## config.mk

```make
export PLATFORM = sky130hd
export DESIGN_NAME = fetch_stage_flat
export DESIGN_NICKNAME = d
export VERILOG_FILES = /design/src/rtl/fetch_stage_if.sv /design/src/rtl/fetch_stage.sv /design/src/flat_wrapper.sv
export SDC_FILE = /design/constraint.sdc
export NUM_CORES = 1
export LEC_CHECK = 0
export CAP_MARGIN = 30
export CORE_MARGIN = 2
export CORE_UTILIZATION = 40
export CTS_CLUSTER_DIAMETER = 30
export CTS_CLUSTER_SIZE = 16
export DETAILED_ROUTE_END_ITERATION = 8
export PLACE_DENSITY = 0.74
export RECOVER_POWER = 100
export SKIP_LAST_GASP = 1
export SLEW_MARGIN = 40
export SYNTH_ARGS = -nofsm -noshare
export SYNTH_HDL_FRONTEND = slang
export SYNTH_SLANG_ARGS = --single-unit
export TNS_END_PERCENT = 20
```

## constraint.sdc

```tcl
create_clock -name clk -period 1.9 [get_ports clk]
set_input_delay 0.38 -clock clk [delete_from_list [all_inputs] [get_ports clk]]
set_output_delay 0.38 -clock clk [all_outputs]
set_load 0.01 [all_outputs]
```

## src/rtl/fetch_stage_if.sv

```systemverilog
// Fetch stage bus bundle: instruction-memory request/response, the
// decoder-facing valid/ready handshake and the execute redirect.
// master = fetch stage, slave = its environment (memory/decoder/execute).
interface fetch_stage_if;
    logic        imem_req;
    logic [31:0] imem_addr;
    logic        imem_rsp_valid;
    logic [31:0] imem_rsp_data;
    logic [31:0] instr;
    logic [31:0] instr_pc;
    logic        instr_valid;
    logic        decode_ready;
    logic        redirect_valid;
    logic [31:0] redirect_pc;

    modport master (
        output imem_req, imem_addr, instr, instr_pc, instr_valid,
        input  imem_rsp_valid, imem_rsp_data, decode_ready,
               redirect_valid, redirect_pc
    );

    modport slave (
        input  imem_req, imem_addr, instr, instr_pc, instr_valid,
        output imem_rsp_valid, imem_rsp_data, decode_ready,
               redirect_valid, redirect_pc
    );
endinterface

```

## src/rtl/fetch_stage.sv

```systemverilog
// Instruction fetch stage: owns the PC, issues one word read at a time and
// hands each instruction to the decoder over valid/ready. Redirects flush
// the held instruction and discard any in-flight response.
// Optional macro FETCH_PERF_CNT_EN adds the perf_fetched/perf_stall counters.
module fetch_stage #(
    parameter logic [31:0] RESET_PC = 32'h0000_0000,
    parameter logic [31:0] PC_STEP  = 32'd4
) (
    input  logic          clk,
    input  logic          rst_n,
    fetch_stage_if.master bus
`ifdef FETCH_PERF_CNT_EN
    ,
    output logic [31:0]   perf_fetched,
    output logic [31:0]   perf_stall
`endif
);

    typedef enum logic [1:0] {
        S_REQ   = 2'd0,
        S_WAIT  = 2'd1,
        S_HOLD  = 2'd2,
        S_DRAIN = 2'd3
    } state_t;

    state_t      state_q, state_d;
    logic [31:0] pc_q, pc_d;
    logic [31:0] instr_q, instr_d;
    logic [31:0] instr_pc_q, instr_pc_d;
    logic        instr_valid_q, instr_valid_d;
    logic        outstanding;

    // A request is in flight exactly while waiting for or draining a response.
    assign outstanding = (state_q == S_WAIT) || (state_q == S_DRAIN);

    // The HOLD->WAIT request must leave in the same cycle as the handshake,
    // so the request is decoded from state and live inputs, not registered.
    assign bus.imem_req  = rst_n && !bus.redirect_valid &&
                           ((state_q == S_REQ) ||
                            ((state_q == S_HOLD) && bus.decode_ready));
    assign bus.imem_addr   = pc_q;
    assign bus.instr       = instr_q;
    assign bus.instr_pc    = instr_pc_q;
    assign bus.instr_valid = instr_valid_q;

    // Next-state logic; redirect overrides every state transition.
    always_comb begin
        state_d       = state_q;
        pc_d          = pc_q;
        instr_d       = instr_q;
        instr_pc_d    = instr_pc_q;
        instr_valid_d = instr_valid_q;
        if (bus.redirect_valid) begin
            pc_d          = bus.redirect_pc;
            instr_valid_d = 1'b0;
            state_d       = (outstanding && !bus.imem_rsp_valid) ? S_DRAIN : S_REQ;
        end else begin
            case (state_q)
                S_REQ: state_d = S_WAIT;
                S_WAIT: begin
                    if (bus.imem_rsp_valid) begin
                        instr_d       = bus.imem_rsp_data;
                        instr_pc_d    = pc_q;
                        instr_valid_d = 1'b1;
                        pc_d          = pc_q + PC_STEP;
                        state_d       = S_HOLD;
                    end
                end
                S_HOLD: begin
                    if (bus.decode_ready) begin
                        instr_valid_d = 1'b0;
                        state_d       = S_WAIT;
                    end
                end
                S_DRAIN: begin
                    if (bus.imem_rsp_valid) begin
                        state_d = S_REQ;
                    end
                end
                default: state_d = S_REQ;
            endcase
        end
    end

    // FSM and output registers; reset wins over redirect and responses.
    always_ff @(posedge clk) begin
        if (!rst_n) begin
            state_q       <= S_REQ;
            pc_q          <= RESET_PC;
            instr_q       <= '0;
            instr_pc_q    <= '0;
            instr_valid_q <= 1'b0;
        end else begin
            state_q       <= state_d;
            pc_q          <= pc_d;
            instr_q       <= instr_d;
            instr_pc_q    <= instr_pc_d;
            instr_valid_q <= instr_valid_d;
        end
    end

`ifdef FETCH_PERF_CNT_EN
    logic [31:0] perf_fetched_q, perf_stall_q;

    // Handshake and stall counters; they wrap and survive redirects.
    always_ff @(posedge clk) begin
        if (!rst_n) begin
            perf_fetched_q <= '0;
            perf_stall_q   <= '0;
        end else begin
            if (instr_valid_q && bus.decode_ready) begin
                perf_fetched_q <= perf_fetched_q + 32'd1;
            end
            if (instr_valid_q && !bus.decode_ready) begin
                perf_stall_q <= perf_stall_q + 32'd1;
            end
        end
    end

    assign perf_fetched = perf_fetched_q;
    assign perf_stall   = perf_stall_q;
`endif

endmodule
```

## src/flat_wrapper.sv

```systemverilog
// flat-port wrapper written by rule: the top's interface ports become plain ports
module fetch_stage_flat 
#(
    parameter logic [31:0] RESET_PC = 32'h0000_0000,
    parameter logic [31:0] PC_STEP  = 32'd4
)
  (clk, rst_n, bus_imem_req, bus_imem_addr, bus_instr, bus_instr_pc, bus_instr_valid, bus_imem_rsp_valid, bus_imem_rsp_data, bus_decode_ready, bus_redirect_valid, bus_redirect_pc);
  fetch_stage_if bus_i ();
  input  logic clk;
  input  logic rst_n;
  output wire logic [$bits(bus_i.imem_req)-1:0] bus_imem_req;
  output wire logic [$bits(bus_i.imem_addr)-1:0] bus_imem_addr;
  output wire logic [$bits(bus_i.instr)-1:0] bus_instr;
  output wire logic [$bits(bus_i.instr_pc)-1:0] bus_instr_pc;
  output wire logic [$bits(bus_i.instr_valid)-1:0] bus_instr_valid;
  input wire logic [$bits(bus_i.imem_rsp_valid)-1:0] bus_imem_rsp_valid;
  input wire logic [$bits(bus_i.imem_rsp_data)-1:0] bus_imem_rsp_data;
  input wire logic [$bits(bus_i.decode_ready)-1:0] bus_decode_ready;
  input wire logic [$bits(bus_i.redirect_valid)-1:0] bus_redirect_valid;
  input wire logic [$bits(bus_i.redirect_pc)-1:0] bus_redirect_pc;
  assign bus_imem_req = bus_i.imem_req;
  assign bus_imem_addr = bus_i.imem_addr;
  assign bus_instr = bus_i.instr;
  assign bus_instr_pc = bus_i.instr_pc;
  assign bus_instr_valid = bus_i.instr_valid;
  assign bus_i.imem_rsp_valid = bus_imem_rsp_valid;
  assign bus_i.imem_rsp_data = bus_imem_rsp_data;
  assign bus_i.decode_ready = bus_decode_ready;
  assign bus_i.redirect_valid = bus_redirect_valid;
  assign bus_i.redirect_pc = bus_redirect_pc;
  fetch_stage #(.RESET_PC(RESET_PC), .PC_STEP(PC_STEP)) u_core (.clk(clk), .rst_n(rst_n), .bus(bus_i));
endmodule
```

* Word level (Yosys, flattened, before mapping)
Cells that the tools add are included.
Widths: inputs -> output; s select.
** Cells by class
- Add/sub/neg operators :: 1
- Equal/unequal tests :: 8
- Multiplexer cells :: 12
- Bitwise operators :: 2
- Reductions and logical operators :: 17
** Operators by type and width (number)
- $mux 32 :: 3
- $add 32x3->32 const B :: 1
- $mux 2 :: 5
- $ne 3x3->1 const B :: 3
- $reduce_and 3->1 :: 3
- $pmux 2 s4 :: 1
- $reduce_bool 2->1 :: 3
- $eq 2x2->1 const B :: 2
- $logic_and 1x1->1 :: 4
- $ne 2x2->1 const B :: 2
- $eq 2x1->1 const B :: 1
- $logic_not 1->1 :: 2
- $logic_not 2->1 :: 1
- $logic_or 1x1->1 :: 2
- $mux 1 :: 2
- $not 1->1 :: 2
- $pmux 1 s2 :: 1
- $reduce_and 2->1 :: 1
- $reduce_or 2->1 :: 1
** Word-level totals
- Register bits :: 99
- Input port bits :: 69
- Output and inout bits :: 98
- Word-level logic and storage cells :: 45

* Logic depth before layout (Yosys ltp)
- Word-level depth :: 5
- Mapped depth :: 7
- Gate-level depth less buffers :: 5

* Worst setup path before layout
No wires, ideal clock.
- Kind :: reg-to-reg
- Start point :: register u_core.pc_q[2] (netlist: u_core.bus.imem_addr[2])
- End point :: register u_core.pc_q[18] (netlist: u_core.bus.imem_addr[18])
- Library setup time :: 74 ps
- Arrival :: 1837 ps
- Data required time :: 1826 ps
- Setup slack :: -11 ps
- Stages on the path, launching flop included :: 7
- Path buffers :: 1
- Period minus slack after synthesis :: 1911 ps
- Cell sequence :: dfxtp_1 > ha_1 > nand3_1 > or4_4 > buf_6 > or3_1 > a31oi_1
** On the way
- Word-level cells in the longest chain between the ends :: 4
** RTL lines
- from (decl) :: line fetch_stage.sv:27 : logic [31:0] pc_q, pc_d;
- from (signal assigned) :: line fetch_stage.sv:95 : pc_q <= pc_d;
- $add 32x3->32 :: line fetch_stage.sv:65 : pc_d = pc_q + PC_STEP;
- $mux 32 :: line fetch_stage.sv:61 : if (bus.imem_rsp_valid) begin
- $mux 32 :: line fetch_stage.sv:58 : case (state_q)
- $mux 32 :: line fetch_stage.sv:53 : if (bus.redirect_valid) begin
Every way passes these cells. The select of a mux whose other input is x is not followed.
A chain may end at the register's enable or synchronous reset.

* Final worst setup path
- Start point :: input bus_redirect_valid
- End point :: output bus_imem_req
** On the way
- Word-level cells in the longest chain between the ends :: 3
** RTL lines
- from (decl) :: line flat_wrapper.sv:19 : input wire logic [$bits(bus_i.redirect_valid)-1:0] bus_redirect_valid;
- $logic_not 1->1 :: line fetch_stage.sv:38 : assign bus.imem_req = rst_n && !bus.redirect_valid &&
- $logic_and 1x1->1 (2 in series) :: line fetch_stage.sv:38
- to (decl) :: line flat_wrapper.sv:11 : output wire logic [$bits(bus_i.imem_req)-1:0] bus_imem_req;
Every way passes these cells.

==> flow_summary.ini <==
[placement]
dp_hpwl_um = 8851
dp_cells = 831
port-buffer-count = 166
gp_congestion = 0.7608

[clock_network]
insertion_delay_ps = 360
clock-root-buffer = clkbuf_8
cts_tree = yes
clkSinkCount = 99
hold_buffers = 0
clkTransAtPathRegs_ps = 90
numCtsBuffers = 9
clock_path_buffers = 2
htreeDepth = 3

[yosys]
ys_seq_area_share_pct = 45.48
synth_seq_cells = 99
syn_nets = 597
avgSynthCellArea_sq_um = 8.269
yosys_most_used_dff = dfxtp_1
ys_types = 54
ys_warn_count = 0
netlist_area_sq_mm = 0.004358
synth_edf_count = 0
synthCells = 527
synthArstFlopShare_pct = 0

[timing]
hold_viol = 0
holdWs_ps = 407.5
worst_slew_pin_slew_ps = 579.8
fin_skew_ps = 6.875
min_period_over_period_pct = 98.04
relSlewSlack_pct = 61.34
rsz0062_at_grt = true
clock.fmax_mhz = 536.8
maxSlewViolCount = 0
finalSetupViolCount = 0
min_period_ps = 1863

[route]
vias_per_cell = 5.136
wire_per_inst_um = 14.56
ant_nets = 0
drt_wl_total_um = 12350
num_vias = 4355
post-route-drc-count = 0
drtPass1Iterations = 4
first_iter_violations = 180

[worst_setup_path]
start_kind = input port
criticalPathCategory = in2out
cp_slowest_cell = clkdlybuf4s50_1
endpoint_kind = output port
reg2regPathDepth = 5
cp_max_fo = 2
worst_ep_arrival_time_ps = 1480
required_ps = 1520
cp_cell_sequence = clkdlybuf4s50_1 > nand2b_1 > nor3_2 > clkdlybuf4s15_2
max_stage_delay_ps = 480

[layout]
nFillCells = 976
insertedDiodeCount = 0
post-route-util_pct = 60.72
area_delta_synth_final_pct = 49.73
drive_gt1_share_pct = 9.040
layout.cells.non_filler = 848
nets = 773

[power_and_ir_drop]
p_leak_nw = 2.506
ir_drop_mv = 0.2856
power_density_mw_per_mm2 = 622.5

[grt]
grt_pass1_wl_um = 19790
overflow = 0
grt_max_degree = 69
grt_pass1_vias = 4129
grt_usage_pct = 21.11
antenna_found_initial = 0

[run]
maxCapViolCount = 0

[status]
status = complete, no violations

[min_path]
hold_depth = 4
hp-class = in2reg

[floorplan]
pin_count = 167
core.rowCount = 38
chipWidth_um = 108.4
core_area_sq_mm = 0.01075
die_y_um = 108.4
die_area_sq_mm = 0.01175
start_util_pct = 40.56
state kept, by name (all words and copies together), names as in the netlist:
signal	flops
u_core.bus.imem_addr	32
u_core.bus.instr_pc	32
u_core.bus.instr_valid	1
u_core.state_q	2
u_core.bus.instr	32
timing repair:
| item | 4_1_cts | 5_1_grt |
|---|---|---|
| endpoints found under the hold margin | 0 | 0 |
| pin swaps | 0 | 2 |
| resized for setup | 4 | 5 |
| buffers inserted | 0 | 1 |
| setup endpoints to repair | 5 | 86 |
Yosys cell counts (all sizes together) (5+ instances only):
| master | n | area, sq um |
|---|---|---|
| nand2 | 144 | 540.5 |
| dfxtp | 99 | 1982 |
| a21boi | 66 | 495.5 |
| clkbuf | 36 | 137.6 |
| o21ai | 27 | 135.1 |
| nand4 | 12 | 90.09 |
| a21oi | 11 | 55.05 |
| nand3 | 11 | 60.06 |
| nor2 | 11 | 41.29 |
| nor2b | 8 | 50.05 |
| or3 | 8 | 50.05 |
| nor3 | 7 | 35.03 |
| a211oi | 6 | 45.04 |
| and3 | 6 | 37.54 |
| nor4 | 6 | 52.55 |
| xor2 | 6 | 52.55 |
| nand2b | 5 | 31.28 |
| nor3b | 5 | 37.54 |
path summary, 6_finish.rpt:
kind,from,endpoint,slack [ps]
worst min register to register,u_core.bus.instr_valid$_SDFFE_PN0P_,u_core.bus.instr_valid$_SDFFE_PN0P_,460
worst max-delay path,bus_redirect_valid,bus_imem_req,40
worst max register to register,u_core.bus.imem_addr[3]$_SDFFE_PN0P_,u_core.bus.imem_addr[30]$_SDFFE_PN0P_,70
worst min-delay path,rst_n,u_core.bus.instr_valid$_SDFFE_PN0P_,410
layout make-up:
class / count / area [sq um] / area share, %
Clock buffer: 9 / 123.9 / 1.898
Clock inverter: 7 / 43.79 / 0.6711
Inverter: 3 / 11.26 / 0.1726
Multi-Input combinational cell: 387 / 2238 / 34.30
Sequential cell: 99 / 1983 / 30.39
Tap cell: 140 / 175.2 / 2.685
Timing Repair Buffer: 203 / 1949 / 29.88
where the power goes:
| part | internal, mW | switching [mW] |
|---|---|---|
| Clock | 0.471 | 0.735 |
| Combinational | 0.364 | 0.274 |
| Sequential | 2.15 | 0.0699 |
| Total | 2.98 | 1.08 |
through the flow:
stage          worst slack, ps  total power, mW  area, sq um  setup TNS [ps]
2_1_floorplan            2.790            2.513         4359               0
3_3_place_gp            -373.6            2.916         6369          -28730
3_5_place_dp            -406.8            2.928         6369          -31140
4_1_cts                 -15.36            4.138         6543          -36.26
5_1_grt                 -30.84            4.279         6525          -149.4
6_report                 37.25            4.062         6525               0
cell usage in the layout (no fill, tap or decap), types with 5 or more instances in the layout:
| master | n |
|---|---|
| nand2_1 | 144 |
| dfxtp_1 | 98 |
| clkdlybuf4s50_1 | 93 |
| dlygate4sd3_1 | 71 |
| a21boi_0 | 66 |
| o21ai_0 | 27 |
| buf_4 | 17 |
| nand4_1 | 11 |
| a21oi_1 | 11 |
| nand3_1 | 10 |
| nor2_1 | 10 |
| clkbuf_2 | 10 |
| clkbuf_8 | 9 |
| nor2b_1 | 8 |
| or3_1 | 8 |
| and3_1 | 6 |
| nor3_1 | 6 |
| a211oi_1 | 6 |
| xor2_1 | 6 |
| nor4_1 | 5 |
| nor3b_1 | 5 |
| clkbuf_1 | 5 |
cell families after synthesis:
logic type | synth area share, %
AOI/OAI and AO/OA | 20.59
xor gates and xnor gates | 2.010
adders and majority gates | 0.2871
buffers and inverters | 3.761
DFF | 45.48
muxes | 0.6891
and+or+nand+nor | 27.19
layer usage:
| layer | global-route usage (%) | vias to the layer above | routed length, um |
|---|---|---|---|
| li1 | - | 2176 | - |
| met1 | 28.06 | 2010 | 5622 |
| met2 | 34.28 | 156 | 5761 |
| met3 | 4.521 | 13 | 824 |
| met4 | 6.685 | 0 | 138 |
| met5 | 0 | - | 0 |
critical path, delay by kind of cell:
kind	cells	cell delay [ps]
buf+inv	2	740
simple gates	2	350
Power figures use the tool's default switching activity.
